--- src/rtl/setuphold_window_monitor.sv ---
// Setup/hold window monitor: samples a reference and a data signal on clk,
// flags setup and hold timing violations, and counts them.
module setuphold_window_monitor #(
    parameter int SETUP_CYC = 3,
    parameter int HOLD_CYC  = 2,
    parameter int CNT_W     = 8
) (
    input  logic             clk,
    input  logic             rst,
    input  logic             mon_clk,
    input  logic             mon_data,
    input  logic             clear,
    output logic             setup_viol,
    output logic             hold_viol,
    output logic [CNT_W-1:0] setup_cnt,
    output logic [CNT_W-1:0] hold_cnt,
    output logic             notifier,
    output logic             in_hold
);

    localparam int AW = (SETUP_CYC < 1) ? 1 : $clog2(SETUP_CYC + 1);
    localparam int WW = (HOLD_CYC < 1) ? 1 : $clog2(HOLD_CYC + 1);
    localparam logic [AW-1:0] AGE_SAT = AW'(SETUP_CYC);
    localparam logic [WW-1:0] WIN_LD  = WW'(HOLD_CYC);

    typedef enum logic {IDLE, HOLD} state_t;

    logic          smp_clk, smp_data, prv_clk, prv_data;
    logic          smp_vld, prv_vld;
    logic [AW-1:0] age, cur_age;
    logic [WW-1:0] wcnt, wcnt_nxt;
    state_t        state, state_nxt;
    logic          edge_ok, ref_edge, data_edge;
    logic          setup_det, hold_det;

    // Two-deep sample history; edges are only trusted once both entries
    // hold real post-reset samples.
    always_ff @(posedge clk) begin
        if (rst) begin
            smp_clk  <= 1'b0;
            smp_data <= 1'b0;
            prv_clk  <= 1'b0;
            prv_data <= 1'b0;
            smp_vld  <= 1'b0;
            prv_vld  <= 1'b0;
        end else begin
            prv_clk  <= smp_clk;
            prv_data <= smp_data;
            smp_clk  <= mon_clk;
            smp_data <= mon_data;
            smp_vld  <= 1'b1;
            prv_vld  <= smp_vld;
        end
    end

    assign edge_ok   = smp_vld & prv_vld;
    assign ref_edge  = edge_ok & ~prv_clk & smp_clk;
    assign data_edge = edge_ok & (prv_data ^ smp_data);

    // Age of the latest data edge as of the current sample, saturating.
    always_comb begin
        cur_age = AGE_SAT;
        if (data_edge)
            cur_age = '0;
        else if (age < AGE_SAT)
            cur_age = age + AW'(1);
    end

    assign setup_det = (SETUP_CYC > 0) && ref_edge && (int'(cur_age) < SETUP_CYC);

    always_ff @(posedge clk) begin
        if (rst)
            age <= AGE_SAT;
        else
            age <= cur_age;
    end

    always_comb begin
        state_nxt = state;
        wcnt_nxt  = wcnt;
        hold_det  = 1'b0;
        case (state)
            IDLE: begin
                if (ref_edge && (HOLD_CYC > 0)) begin
                    state_nxt = HOLD;
                    wcnt_nxt  = WIN_LD;
                end
            end
            HOLD: begin
                hold_det = data_edge;
                // A fresh ref edge reopens the window after the old one is judged.
                if (ref_edge) begin
                    state_nxt = HOLD;
                    wcnt_nxt  = WIN_LD;
                end else if (data_edge || (wcnt == WW'(1))) begin
                    state_nxt = IDLE;
                    wcnt_nxt  = '0;
                end else begin
                    wcnt_nxt  = wcnt - WW'(1);
                end
            end
            default: begin
                state_nxt = IDLE;
                wcnt_nxt  = '0;
            end
        endcase
    end

    always_ff @(posedge clk) begin
        if (rst) begin
            state <= IDLE;
            wcnt  <= '0;
        end else begin
            state <= state_nxt;
            wcnt  <= wcnt_nxt;
        end
    end

    assign in_hold = (state == HOLD);

    always_ff @(posedge clk) begin
        if (rst) begin
            setup_viol <= 1'b0;
            hold_viol  <= 1'b0;
            notifier   <= 1'b0;
            setup_cnt  <= '0;
            hold_cnt   <= '0;
        end else begin
            setup_viol <= setup_det;
            hold_viol  <= hold_det;
            notifier   <= notifier ^ (setup_det | hold_det);
            if (clear) begin
                setup_cnt <= '0;
                hold_cnt  <= '0;
            end else begin
                if (setup_det && (setup_cnt != '1))
                    setup_cnt <= setup_cnt + CNT_W'(1);
                if (hold_det && (hold_cnt != '1))
                    hold_cnt <= hold_cnt + CNT_W'(1);
            end
        end
    end

endmodule

--- config.mk ---
export PLATFORM = sky130hd
export DESIGN_NAME = setuphold_window_monitor
export DESIGN_NICKNAME = d
export VERILOG_FILES = /design/src/rtl/setuphold_window_monitor.sv
export SDC_FILE = /design/constraint.sdc
export NUM_CORES = 1
export LEC_CHECK = 0
export ABC_AREA = 1
export CORE_ASPECT_RATIO = 1.2
export CORE_UTILIZATION = 46
export DETAILED_ROUTE_END_ITERATION = 10
export PLACE_DENSITY = 0.74
export SLEW_MARGIN = 25
export SYNTH_ARGS = -nofsm -noshare
export SYNTH_HDL_FRONTEND = slang
export SYNTH_SLANG_ARGS = --single-unit
export TNS_END_PERCENT = 10
--- constraint.sdc ---
create_clock -name clk -period 1.3 [get_ports clk]
set_input_delay 0.26 -clock clk [delete_from_list [all_inputs] [get_ports clk]]
set_output_delay 0.26 -clock clk [all_outputs]
set_load 0.05 [all_outputs]
**Word-level counts from Yosys, hierarchy flattened**

Index checks and enable logic that the tools add are counted.
Widths: inputs -> output; s select.

- Output and inout bits: 20
- Register bits after elaboration: 30
- Input bits: 5
- Logic and storage cells: 50

- Equal/unequal tests: 4
- Magnitude comparators: 2
- Bitwise gates (word level): 9
- Add/sub/neg operators: 4
- Multiplexer cells: 12
- Reductions and logical operators: 5

Operators with widths:

| cell | count |
|---|---|
| $add 8x1->8 const B | 2 |
| $ne 8x8->1 const B | 2 |
| $mux 2 | 5 |
| $mux 1 | 5 |
| $and 1x1->1 | 4 |
| $lt 2x2->1 const B | 2 |
| $pmux 2 s2 | 1 |
| $logic_and 1x1->1 | 3 |
| $add 2x1->2 const B | 1 |
| $eq 2x1->1 const B | 1 |
| $ne 2x2->1 const B | 1 |
| $not 1->1 | 2 |
| $pmux 1 s2 | 1 |
| $reduce_or 2->1 | 1 |
| $sub 2x1->2 const B | 1 |
| $xor 1x1->1 | 2 |
| $logic_or 1x1->1 | 1 |
| $or 1x1->1 | 1 |

**Longest topological paths before layout**

- Depth in word-level cells: 7
- Gate-level depth with buffers: 9
- Depth with buffers taken out: 9

**Worst setup path after synthesis**

No wires, ideal clock.

- Path type: flip-flop to flip-flop
- Start point: reg hold_cnt[0]
- End point: reg hold_cnt[2]
- Slack: -376 ps
- Library setup time: 69 ps
- Path buffers: 0
- Clock period less this slack: 1676 ps
- Cell stages (with the launch flop): 10
- Data arrival time: 1607 ps
- Data required time: 1231 ps
- Cell sequence: dfxtp_1 > ha_1 > nand2_1 > inv_1 > nand2_2 > nor2_4 > inv_2 > nand2_4 > nand2_1 > a21oi_2

- Word-level cells in the longest chain between the ends: 2
- Elaborated cells between the ends (all ways): 3
- Those cells by class: 1 x add/sub; 1 x eq/ne; 1 x reduce/logical

RTL lines:

| element | line | source |
|---|---|---|
| from (decl) | 16 | `output logic [CNT_W-1:0] hold_cnt,` |
| from (signal assigned) | 139 | `hold_cnt <= hold_cnt + CNT_W'(1);` |
| branches (longest 2 deep; another with $add 8x1->8) | - |  |

Parallel ways; which one is timed is not known.
A chain may end at the register's enable or synchronous reset.

**Worst setup path in the final report**

- Start point: reg hold_cnt[0]
- End point: reg hold_cnt[1]

Same word-level chain as after synthesis.

==> impl_metrics.tcl <==
set metrics [dict create \
    cts.sinks 30 \
    yosysUniqueCellTypes 23 \
    p_leak_nw 0.8877 \
    synth-main-ff-cell "dfxtp_1" \
    path_class "reg2reg" \
    dr.pass1.iters 4 \
    synth_top_area_share_pct 41.38 \
    ant_nets 0 \
    crit_fanout 5 \
    place_congestion 0.7368 \
    synth_fp_nets 206 \
    rows 21 \
    max_freq_ghz 0.7302 \
    instances_no_fill 275 \
    syn_inst 198 \
    drt-initial-drc-count 41 \
    clk_latency_ps 330 \
    die_h_um 63.53 \
    design.die.area_um2 3385 \
    io_buffers 24 \
    start_kind "register" \
    reg2reg_depth 9 \
    ys_ff_latch 30 \
    rr_endpoint "hold_cnt[1]$_SDFFE_PP0P_" \
    gr-total-overflow 0 \
    clock-root-buffer "clkbuf_4" \
    die_x_um 53.28 \
    ys_top_cells_by_area "dfxtp_1, nand2_1, inv_1, nor2_1, a21oi_1" \
    violations "negative setup slack" \
    yosysSeqAreaShare_pct 41.38 \
    slew_viol_final 0 \
    hold_class "in2reg" \
    maxCapViolations 0 \
    r2r_start "hold_cnt[0]$_SDFFE_PP0P_" \
    ios 25 \
    via_per_inst 5.189 \
    antenna_found_initial 0 \
    startpoint "hold_cnt[0]$_SDFFE_PP0P_" \
    grt_pass1_vias 1358 \
    grt_pass1_wl_um 5789 \
    start_util_pct 50.22 \
    rsz0062_at_grt "yes" \
    hold_violations 0 \
    routedWlPerCell_um 12.82 \
    synthMuxAreaShare_pct 0 \
    power.density_nw_per_um2 728.0 \
    yosysWarningCount 0 \
    cts.path.max_buffers 2 \
    outcome "finished with violations" \
    rrSetupSlack_ps -70 \
    yosysTopAreaCell "dfxtp_1" \
    drive_gt1_share_pct 39.83 \
    wirelength_um 3525 \
    synthXorXnorAreaFrac_pct 3.621 \
    setup_ws_ps -69.46 \
    insertedDiodeCount 0 \
    synth_common_cells "nand2_1, dfxtp_1, inv_1" \
    drc 0 \
    end_kind "register" \
    vias 1427 \
    arrival_ps 1600 \
    synthAdderAreaFrac_pct 2.586 \
    place_inst 261 \
    cts_tree "done" \
    cts_hold_buf 0 \
    setup_viol 8 \
    hpwl_um 2539 \
    vdd_drop_max_uv 739.5 \
    grt_max_degree 14 \
    yosys.area_share.simple_pct 32.67 \
    clk_pin_slew_worst_paths_ps 90 \
    async_flop_share_pct 0 \
    fin_crit_sh_pct 105.3 \
    relSlewSlack_pct 64.86 \
    numCtsBuffers 5 \
    final_core_util_pct 75.97 \
    syn_to_final_growth_pct 51.29 \
    synth_top_family_by_area "simple AND/OR/NAND/NOR gates" \
    fin_nets 248 \
    endpoint "hold_cnt[1]$_SDFFE_PP0P_" \
    synth-edff-count 0 \
    required_ps 1530 \
    synth_compound_area_share_pct 11.47 \
    finalPower_w 0.001599 \
    cts_max_level 2 \
    core_um2 2890 \
    worst_clock_skew_ps 4.263 \
    period_minus_slack_ps 1369 \
    worstMarginPinSlew_ps 526.5 \
    yosysMostFrequentCell "nand2_1" \
    syn-cell-area_um2 1451 \
    synth_area_per_cell_um2 7.330 \
    grt_use_total_pct 23.17 \
]
## per-stage QoR
stage / hold slack [ps] / area, um2 / setup TNS (ps) / worst slack, ps
floorplan: 367.0 / 1510 / -17.93 / -3.510
global placement: 411.2 / 2038 / -1174 / -107.4
detailed placement: 414.9 / 2038 / -1990 / -190.6
CTS: 421.1 / 2103 / 0 / 1.344
global route: 434.8 / 2196 / -1145 / -123.0
finish: 426.6 / 2196 / -218.2 / -69.46
## routing by layer
layer  vias to the layer above  global-route usage [%]  part of all wire [%]  wire length [um]
met1                       662                   24.70                    40              1399
met2                        42                   39.84                    53              1872
li1                        713                       -                     -                 -
met3                        10                   7.729                   4.7               165
met4                         0                   9.868                   2.5                87
met5                         -                       0                     0                 0
## how the worst min path moves through the flow
stage,from,endpoint,slack [ps],cells past startpoint
CTS,mon_data,smp_data$_SDFF_PP0_,420,3
finish,mon_data,smp_data$_SDFF_PP0_,430,3
global placement,smp_vld$_DFF_P_,prv_vld$_SDFF_PP0_,410,2
global route,mon_clk,smp_clk$_SDFF_PP0_,430,3
detailed placement,smp_vld$_DFF_P_,prv_vld$_SDFF_PP0_,410,2
floorplan,mon_clk,smp_clk$_SDFF_PP0_,370,2
## critical path, stage by stage (launching register included)
cell	delay, ps
dfxtp_4	400
ha_4	150
nand2_2	50
inv_2	60
nand2_4	60
nor2_4	180
buf_6	130
nor2_4	40
nor2_1	140
nor2_1	60
## power breakdown
group | internal (W) | total [W] | switching [W]
combinational | 0.0000306 | 0.0000761 | 0.0000454
clock | 0.000261 | 0.000594 | 0.000333
sequential | 0.000921 | 0.000929 | 0.00000769
total | 0.00121 | 0.00160 | 0.000386
## sequential cells by signal, indices dropped and copies added, names as in the netlist
signal / count
hold_cnt: 8
setup_cnt: 8
age: 2
wcnt: 2
hold_viol: 1
in_hold: 1
notifier: 1
prv_clk: 1
prv_data: 1
prv_vld: 1
setup_viol: 1
smp_clk: 1
smp_data: 1
smp_vld: 1
## final cells by class
cell class	count	area (um2)
Timing Repair Buffer	37	541.8
Tap cell	34	42.54
Multi-Input combinational cell	138	808.3
Clock buffer	6	51.30
Clock inverter	2	11.26
Inverter	28	105.1
Fill cell	207	694.4
Sequential cell	30	635.6
## cell families after synthesis
logic type | after synthesis
adders and majority gates | 3
AOI/OAI and AO/OA | 27
DFF | 30
and+or+nand+nor | 101
xor gates and xnor gates | 6
buffers and inverters | 31
## what timing repair did
action / 4_1_cts / 5_1_grt
pin swaps: 1 / 10
gates resized for setup: 2 / 16
setup buffers: 0 / 5
cloned: 0 / 1
setup endpoints to repair: 4 / 16
## placed cells by master, fill, tap and decap left out, types with 3 or more instances in the layout
master	count
nand2_1	44
clkdlybuf4s50_1	4
dfxtp_2	13
nand3_1	10
nand4_1	6
inv_2	6
nor2_4	3
xor2_1	3
nor2_1	19
nand2_4	3
xnor2_1	3
clkbuf_4	5
dfxtp_1	12
a21oi_1	12
inv_1	22
nand2_2	11
o21ai_0	4
dfxtp_4	5
a21oi_2	8
buf_4	12
buf_12	20
Power figures use the tool's default switching activity.
